$ cat config.mk
export PLATFORM = sky130hd
export DESIGN_NAME = prescaled_counter_bank
export DESIGN_NICKNAME = d
export VERILOG_FILES = /design/src/rtl/prescaled_counter_pkg.sv /design/src/rtl/prescaled_counter_ch.sv /design/src/rtl/prescaled_counter_bank.sv
export SDC_FILE = /design/constraint.sdc
export NUM_CORES = 1
export LEC_CHECK = 0
export CORE_UTILIZATION = 40
export DETAILED_ROUTE_END_ITERATION = 16
export MAX_ROUTING_LAYER = met4
export PLACE_DENSITY = 0.68
export SYNTH_ARGS = -nofsm -noshare
export SYNTH_HDL_FRONTEND = slang
export SYNTH_SLANG_ARGS = --single-unit
$ cat constraint.sdc
create_clock -name Clk -period 1.9 [get_ports Clk]
set_input_delay 0.19 -clock Clk [delete_from_list [all_inputs] [get_ports Clk]]
set_output_delay 0.19 -clock Clk [all_outputs]
set_load 0.01 [all_outputs]
$ cat src/rtl/prescaled_counter_pkg.sv
`default_nettype none
// ============================================================================
// Module   : prescaled_counter_pkg
// Purpose  : Shared helpers and precedence encoding for prescaled_counter_bank.
// Revision : 1.0 - initial release
// ============================================================================
package prescaled_counter_pkg;

    // Per-channel action precedence; a lower value wins.
    localparam int unsigned c_PRIO_RESET = 0;
    localparam int unsigned c_PRIO_CLR   = 1;
    localparam int unsigned c_PRIO_CFG   = 2;
    localparam int unsigned c_PRIO_EVENT = 3;

    function automatic int sel_width(input int n);
        return (n > 2) ? $clog2(n) : 1;
    endfunction

endpackage
`default_nettype wire

$ cat src/rtl/prescaled_counter_ch.sv
`default_nettype none
// ============================================================================
// Module   : prescaled_counter_ch
// Purpose  : One prescaled event counter with clear, divider config and
//            wrap / overflow flag. PRESCALED_COUNTER_SATURATE_EN selects
//            saturation with a sticky overflow instead of wrapping.
// Revision : 1.0 - initial release
// ============================================================================
module prescaled_counter_ch
    import prescaled_counter_pkg::*;
#(
    parameter int WIDTH = 64,
    parameter int DIV_W = 2
) (
    input  logic             clk,
    input  logic             rst,
    input  logic             hit,
    input  logic             clr,
    input  logic             cfg_we,
    input  logic [DIV_W-1:0] cfg_div,
    output logic [WIDTH-1:0] count,
    output logic             ovf
);

    logic [WIDTH-1:0] r_count_q, w_count_d;
    logic [DIV_W-1:0] r_pre_q,   w_pre_d;
    logic [DIV_W-1:0] r_div_q,   w_div_d;
    logic             r_ovf_q,   w_ovf_d;

    always_comb begin
        w_count_d = r_count_q;
        w_pre_d   = r_pre_q;
        w_div_d   = r_div_q;
`ifdef PRESCALED_COUNTER_SATURATE_EN
        w_ovf_d   = r_ovf_q;
`else
        w_ovf_d   = 1'b0;
`endif
        if (clr) begin
            w_count_d = '0;
            w_pre_d   = '0;
            w_ovf_d   = 1'b0;
        end else if (cfg_w_we_active()) begin
            w_div_d   = cfg_div;
            w_pre_d   = '0;
        end else if (hit) begin
            if (r_pre_q == r_div_q) begin
                w_pre_d = '0;
                if (&r_count_q) begin
`ifdef PRESCALED_COUNTER_SATURATE_EN
                    w_ovf_d   = 1'b1;
`else
                    w_count_d = '0;
                    w_ovf_d   = 1'b1;
`endif
                end else begin
                    w_count_d = r_count_q + WIDTH'(1);
                end
            end else begin
                w_pre_d = r_pre_q + DIV_W'(1);
            end
        end
    end

    function automatic logic cfg_w_we_active();
        return cfg_we;
    endfunction

    always_ff @(posedge clk) begin
        if (rst) begin
            r_count_q <= '0;
            r_pre_q   <= '0;
            r_div_q   <= '0;
            r_ovf_q   <= 1'b0;
        end else begin
            r_count_q <= w_count_d;
            r_pre_q   <= w_pre_d;
            r_div_q   <= w_div_d;
            r_ovf_q   <= w_ovf_d;
        end
    end

    assign count = r_count_q;
    assign ovf   = r_ovf_q;

    // Tie the precedence ranking to what the next-state logic actually does.
    a_clr_over_cfg: assert property (@(posedge clk) disable iff (rst)
        (clr && (c_PRIO_RESET < c_PRIO_CLR) && (c_PRIO_CLR < c_PRIO_CFG))
        |=> (r_count_q == '0 && r_pre_q == '0 && !r_ovf_q));

    a_cfg_over_event: assert property (@(posedge clk) disable iff (rst)
        (cfg_we && !clr && (c_PRIO_CFG < c_PRIO_EVENT))
        |=> (r_pre_q == '0 && r_count_q == $past(r_count_q)));

endmodule
`default_nettype wire

$ cat src/rtl/prescaled_counter_bank.sv
`default_nettype none
// ============================================================================
// Module   : prescaled_counter_bank
// Purpose  : Bank of NCH prescaled event counters with select decode.
//            Build option PRESCALED_COUNTER_SATURATE_EN: saturate + sticky Ovf.
// Revision : 1.0 - initial release
// ============================================================================
module prescaled_counter_bank
    import prescaled_counter_pkg::*;
#(
    parameter int WIDTH = 64,
    parameter int NCH   = 2,
    parameter int DIV_W = 2,
    parameter int SEL_W = sel_width(NCH)
) (
    input  logic                 Clk,
    input  logic                 Reset,
    input  logic                 En,
    input  logic [SEL_W-1:0]     Sel,
    input  logic                 Clr,
    input  logic [SEL_W-1:0]     ClrSel,
    input  logic                 CfgWe,
    input  logic [SEL_W-1:0]     CfgSel,
    input  logic [DIV_W-1:0]     CfgDiv,
    output logic [NCH*WIDTH-1:0] Count,
    output logic [NCH-1:0]       Ovf
);

    logic [NCH-1:0] w_hit;
    logic [NCH-1:0] w_clr;
    logic [NCH-1:0] w_cfg;

    // Selects at or above NCH match no channel and are therefore ignored.
    for (genvar i = 0; i < NCH; i++) begin : g_ch
        assign w_hit[i] = En    && (Sel    == SEL_W'(i));
        assign w_clr[i] = Clr   && (ClrSel == SEL_W'(i));
        assign w_cfg[i] = CfgWe && (CfgSel == SEL_W'(i));

        prescaled_counter_ch #(
            .WIDTH (WIDTH),
            .DIV_W (DIV_W)
        ) u_ch (
            .clk     (Clk),
            .rst     (Reset),
            .hit     (w_hit[i]),
            .clr     (w_clr[i]),
            .cfg_we  (w_cfg[i]),
            .cfg_div (CfgDiv),
            .count   (Count[i*WIDTH +: WIDTH]),
            .ovf     (Ovf[i])
        );
    end

endmodule
`default_nettype wire

==> summary.txt, run 1 <==
achievable clock frequency -> 502.6 MHz
Slew @ Worst Pin -> 0.3845 ns
Pre-antenna DRT Iters -> 5
prevailing post-synth register cell -> dfxtp_1
Non-Filler Instances -> 1353
via count -> 7009
Yosys warning total -> 0
leakage power -> 4.154 nW
largest net degree at the start of global routing -> 35
TritonCTS clock tree -> yes
CTS Buf Count -> 17
DR WL/cell -> 15.91 microns
total gr overflow -> 0
layout cells sized above 1 -> 32.98%
Async S/R FF share, synth -> 0%
R2R setup slack -> -0.09 ns
pwr dens -> 582.4 nW/um^2
Die X -> 131.3 microns
setup repair after global routing missed its margin -> true
hold_buf cts -> 0
Tmin final -> 1.990 ns
CTS sink count -> 138
crit start category -> flip-flop
Clock Skews -> 0.007329 ns
number of synthesized flops with an enable pin -> 0
vias per inst -> 5.180
crit path kind -> flip-flop to flip-flop
Bufs on Longest Clock Path -> 2
Yosys top cell by area -> dfxtp_1
top post-synthesis cells by area -> dfxtp_1, xnor2_1, nor2_1
# rows -> 46
syn_nets -> 804
Max-cap violations -> 0
clk slew on worst S/H paths -> 0.06 ns
filler instances -> 1160
crit end category -> flip-flop
crit-path max FO -> 6
clk_lat worst skew -> 0.42 ns
final worst slack -> -0.08980 ns
first-pass GRT wire length -> 32170 microns
most frequent cell after synthesis -> nor2_1
Total GRT Usage -> 23.62%
antenna violations before repair -> 0
status -> complete, but fails checks
dpl cells -> 1303
root buf cell -> clkbuf_16
IO Port Bufs -> 139
hold slack -> 0.4149 ns
Final Hold Viols -> 0
library cells used by synthesis -> 40
H-tree depth -> 4
GPL Wtd Cong -> 0.8833
final WL -> 21530 microns
WP data arrival -> 2.29 ns
failing checks -> negative setup slack
ANT cells -> 0
worst vdd ir -> 0.0005957 V
register area share after synthesis -> 41.31%
Synth top area share -> 41.31%
synthesis-to-layout area growth -> 67.76%
Post-Syn Area -> 6688 sq um
Layout Nets -> 1136
final non-filler cell area -> 11220 sq um
area post-placement -> 9692 sq um
# IOs -> 140
Avg Cell Area, Syn -> 8.444 sq um
crit share post-route -> 104.7%
flops & latches, synth -> 138
Initial DRC Count -> 486
Post-DRT Antenna Nets -> 0
starting density of the core -> 41.50%
DIE AREA -> 17240 sq um
DRC viols -> 0
Slew Viols, Final -> 0
top post-synthesis cells by count -> nor2_1, dfxtp_1, xnor2_1
Rel. slew slack -> 74.13%
vias in the first global route -> 6515
worst path required time -> 2.20 ns
die height -> 131.3 microns
Finish-stage setup viols -> 58
core footprint -> 16120 sq um
Gate Count Post-Synth -> 792
DP HPWL -> 14530 microns
Hold Crit Class -> input port to flip-flop
## registers in the layout (all words and copies together) (netlist names)
register           cells
g_ch.u_ch.r_div_q      4
g_ch.u_ch.r_pre_q      4
g_ch.u_ch.ovf          2
g_ch.u_ch.count      128
## timing repair
action	4_1_cts	5_1_grt
endpoints found under the setup margin	65	127
gates cloned	1	4
resized for setup	13	141
setup buffers	4	9
pin swaps	3	63
## per-layer routing
layer	share of wire [%]	global-route usage [%]	vias up
met5	0	-	-
li1	-	-	3388
met2	48	36.47	239
met1	44	30.08	3354
met3	6.6	5.556	28
met4	1.7	8.463	0
## power breakdown
group	switching (W)	leakage, nW	internal, W
Clock	0.00121	0.288	0.00213
Combinational	0.000150	2.74	0.000146
Sequential	0.00000691	1.13	0.00290
Total	0.00137	4.15	0.00517
## per-stage QoR
stage / util, % / worst slack [ns] / power (W) / TNS [ns]
after floorplan: - / -0.01472 / 0.003095 / -0.6412
after global placement: 60.14 / -0.3291 / 0.003169 / -29.92
after detailed placement: 60.14 / -0.3573 / 0.003171 / -34.17
after CTS: 64.59 / -0.03511 / 0.006506 / -0.7084
after global routing: 69.62 / -0.2223 / 0.006728 / -5.650
final: 69.62 / -0.08980 / 0.006534 / -2.022
## cell usage in the layout, fill, tap and decap left out, types with 3 or more instances in the layout
cell and instances:
nor2_4 23, nand3_2 6, nand2_1 57, buf_6 9, nor3_1 12, nor3_4 4
inv_1 10, clkdlybuf4s50_1 139, bufinv_16 3, nand3_1 48, nor4_1 9, a21oi_1 5
nor4_2 12, buf_12 7, nand4_4 4, dfxtp_1 109, xor2_1 47, nor4_4 12
dfxtp_2 25, or3_1 5, nand2b_1 5, dfxtp_4 4, nor2b_1 9, xnor2_1 77
o21ai_0 3, clkbuf_1 5, clkinv_2 4, buf_4 179, xor2_2 4, nor2_2 17
clkbuf_16 21, nor3_2 15, mux2i_1 4, and4_1 7, nor2_1 132, nand4_1 47
and3_1 22
## final cells by class
type / count / area [sq um] / share of cell area [%]
clock buffers: 24 / 471.7 / 4.204
clock inverters: 8 / 117.6 / 1.048
inverters: 10 / 37.54 / 0.3346
multi-input cells: 617 / 4389 / 39.12
flip-flops and latches: 138 / 2809 / 25.04
well taps: 216 / 270.3 / 2.409
repair buffers: 340 / 3124 / 27.85
## worst max-delay path, cell delays in order (launching register included)
cell and delay [ns]:
dfxtp_2 0.34, xor2_2 0.20, nor4_2 0.25, buf_4 0.18, buf_12 0.11, nand4_1 0.26, nor3_2 0.28, xnor2_1 0.20
nor2_2 0.05
## path summary, 6_finish.rpt
check | to | startpoint | cells past startpoint
max reg2reg | g_ch[0].u_ch.count[51] | g_ch[0].u_ch.r_pre_q[0] | 8
min | g_ch[0].u_ch.r_div_q[1] | CfgDiv[1] | 3
max | g_ch[0].u_ch.count[51] | g_ch[0].u_ch.r_pre_q[0] | 8
min reg2reg | g_ch[0].u_ch.r_div_q[1] | g_ch[0].u_ch.r_div_q[1] | 2
## kinds of logic after synthesis
group                    after synthesis  share of synthesized area [%]
flip-flops                           138                          41.31
AND/OR/NAND/NOR                      467                          36.05
buffers and inverters                 37                          3.311
AO/OA/AOI/OAI                         13                          1.197
multiplexers                           4                         0.5987
adder cells (fa/ha/maj)                2                         0.3741
XOR/XNOR                             131                          17.16
Note: power is estimated with default switching activity, not from simulation.
==> inputs of run 2 (changes only) <==
CORE_UTILIZATION = 47   (was 40)
PLACE_DENSITY = 0.77   (was 0.68)
RECOVER_POWER = 50   (was unset)
TNS_END_PERCENT = 10   (was unset)
==> run 2 against run 1 <==
Effect of this change: clock skew down 0.00087 ns; sequential power about the same; clock power about the same; sequential share of layout area up 0.46 points; the flow still finishes with violations (negative setup slack); flip-flop and latch count unchanged; highest routed layer unchanged; utilization up 9.6 points; maximum frequency up 1.0%.
==> summary.txt, run 2 (synthesis results as in run 1) <==
Layout Nets -> 1151 (+1.3%)
max reg flops -> 128 (unchanged)
starting density of the core -> 48.18% (+6.7 points)
DRC viols -> 0 (unchanged)
CP max stage delay -> 0.36 ns (+0.02 ns)
most used cell, CP -> nand4_1
Tmin final -> 1.970 ns (-0.01992 ns)
IO Port Bufs -> 139 (unchanged)
most frequent cells in the layout -> buf_4, nor2_1, clkdlybuf4s50_1
crit path kind -> flip-flop to flip-flop
Pre-antenna DRT Iters -> 5 (unchanged)
Max-cap violations -> 0 (unchanged)
Core Util, Final -> 79.22% (+9.6 points)
Rel. slew slack -> 71.06% (-3.1 points)
status -> complete, but fails checks
Fin Setup TNS -> -1.654 ns (+0.3676 ns)
DIE AREA -> 14710 sq um (-15%)
core footprint -> 13880 sq um (-14%)
crit end category -> flip-flop
pwr dens -> 591.4 nW/um^2 (+1.6%)
Non-Filler Instances -> 1332 (-1.6%)
GPL Wtd Cong -> 0.9204 (+4.2%)
Logic pwr share -> 4.2% (-0.3 points)
TritonCTS clock tree -> yes
Worst path slowest cell -> nor4_2
largest net degree at the start of global routing -> 32 (-8.6%)
vias in the first global route -> 6781 (+4.1%)
Multi-input gate area -> 4154 sq um (-5.4%)
ANT cells -> 0 (unchanged)
CTS Buf Count -> 17 (unchanged)
worst path required time -> 2.21 ns (about the same)
Initial DRC Count -> 634 (+30%)
# rows -> 43 (-6.5%)
leakage power -> 4.248 nW (+2.3%)
Finish-stage setup viols -> 51 (-12%)
Final Hold Viols -> 0 (unchanged)
failing checks -> negative setup slack
most common cell after layout, fill and taps aside -> buf_4
DR WL/cell -> 17.51 microns (+10%)
total gr overflow -> 0 (unchanged)
clk slew on worst S/H paths -> 0.05 ns (about the same)
DP HPWL -> 14890 microns (+2.5%)
internal power -> 0.005111 W (-1.1%)
Sw Ratio -> 21.42% (+0.53 points)
dpl cells -> 1275 (-2.1%)
crit-path leading delay family -> simple AND/OR/NAND/NOR gates
# IOs -> 140 (unchanged)
Post-DRT Antenna Nets -> 0 (unchanged)
Die X -> 121.3 microns (-7.6%)
antenna violations before repair -> 0 (unchanged)
first-pass GRT wire length -> 33640 microns (+4.6%)
clock network power share -> 51.1% (about the same)
synthesis-to-layout area growth -> 64.43%
Clock Skews -> 0.006462 ns (-0.0008669 ns)
vias per inst -> 5.564 (+7.4%)
Slew Viols, Final -> 0 (unchanged)
worst vdd ir -> 0.0005742 V (-3.6%)
CTS sink count -> 138 (unchanged)
final worst slack -> -0.06988 ns (+0.01992 ns)
clk_lat worst skew -> 0.43 ns (about the same)
CP Buf/Inv Count -> 2 (unchanged)
Seq pwr share -> 44.7% (+0.2 points)
crit-path max FO -> 5 (-1)
root buf cell -> clkbuf_16
WP data arrival -> 2.28 ns (about the same)
via count -> 7411 (+5.7%)
final WL -> 23330 microns (+8.4%)
filler instances -> 809 (-30%)
Bufs on Longest Clock Path -> 2 (unchanged)
die height -> 121.3 microns (-7.6%)
H-tree depth -> 4 (unchanged)
pre-CTS setup slack -> -0.3241 ns (+0.03317 ns)
Total GRT Usage -> 30.16% (+6.5 points)
achievable clock frequency -> 507.6 MHz (+1.0%)
NetSw -> 0.001393 W (+2.1%)
Sequential Area -> 2804 sq um (-0.18%)
setup repair after global routing missed its margin -> true
hold_buf cts -> 0 (unchanged)
Final Power -> 0.006504 W (-0.46%)
cell chain of the critical path -> nand4_1 > nor4_2 > buf_4 > buf_6 > nand4_1 > nor3_2 > xnor2_1 > nor2_1
Hold Crit Class -> input port to flip-flop
crit share post-route -> 103.7% (-1.0 points)
Slew @ Worst Pin -> 0.4326 ns (+0.04811 ns)
crit start category -> flip-flop
layout cells sized above 1 -> 29.95% (-3.0 points)
run 2: changes by cell type in the layout (fill, tap and decap cells not counted), sizes merged:
cell           previous run  this run
clkdlybuf4s50           139       129
clkinvlp                  1         2
bufinv                    3         1
clkbuf                   28        33
dlygate4sd3               0        10
clkinv                    4         2
buf                     196       209
run 2: final cells by class:
class,count,area share (%)
Multi-Input combinational cell,617,37.77
Inverter,10,0.3413
Clock inverter,5,0.5006
Sequential cell,138,25.50
Tap cell,180,2.048
Timing Repair Buffer,355,28.90
Clock buffer,27,4.938
run 2: power by group through the flow:
stage | logic [W] | clock network [W] | registers [W]
global route | 0.000289 | 0.00346 | 0.00290
finish | 0.000276 | 0.00332 | 0.00290
detailed placement | 0.000211 | 0 | 0.00297
global placement | 0.000207 | 0 | 0.00297
floorplan | 0.000126 | 0 | 0.00297
CTS | 0.000248 | 0.00333 | 0.00290
run 2: what timing repair did:
item                       in CTS  in global routing
setup endpoints to repair     104                128
gates cloned                    2                  3
buffers inserted               10                 10
resized for setup              17                 73
pin swaps                      17                 41
run 2: tightest hold or removal path, stage by stage:
cell and delay [ns]:
clkdlybuf4s50_1 0.45, nand3_1 0.10, a21oi_1 0.06
run 2: metal layers:
layer	vias to the layer above	wire length [microns]	GRT usage (%)	share of wire, %
li1	3418	-	-	-
met1	3540	9502	36.48	41
met2	375	11350	49.11	49
met3	78	1626	5.874	7.0
met4	0	843	12.27	3.6
met5	-	0	-	0
run 2: worst paths after layout:
| kind | start | slack, ns | cells after the start | end |
|---|---|---|---|---|
| worst max register to register | g_ch[0].u_ch.count[6] | -0.07 | 8 | g_ch[0].u_ch.count[51] |
| worst min-delay path | CfgDiv[1] | 0.41 | 3 | g_ch[0].u_ch.r_div_q[1] |
| worst min register to register | g_ch[0].u_ch.r_div_q[1] | 0.47 | 2 | g_ch[0].u_ch.r_div_q[1] |
| worst max-delay path | g_ch[0].u_ch.count[6] | -0.07 | 8 | g_ch[0].u_ch.count[51] |
run 2: stage by stage:
step / cell area (sq um) / hold WS, ns
final: 11000 / 0.4146
after global routing: 11000 / 0.4130
after CTS: 10510 / 0.3905
after detailed placement: 9689 / 0.4665
after global placement: 9689 / 0.4591
after floorplan: 6768 / 0.2591
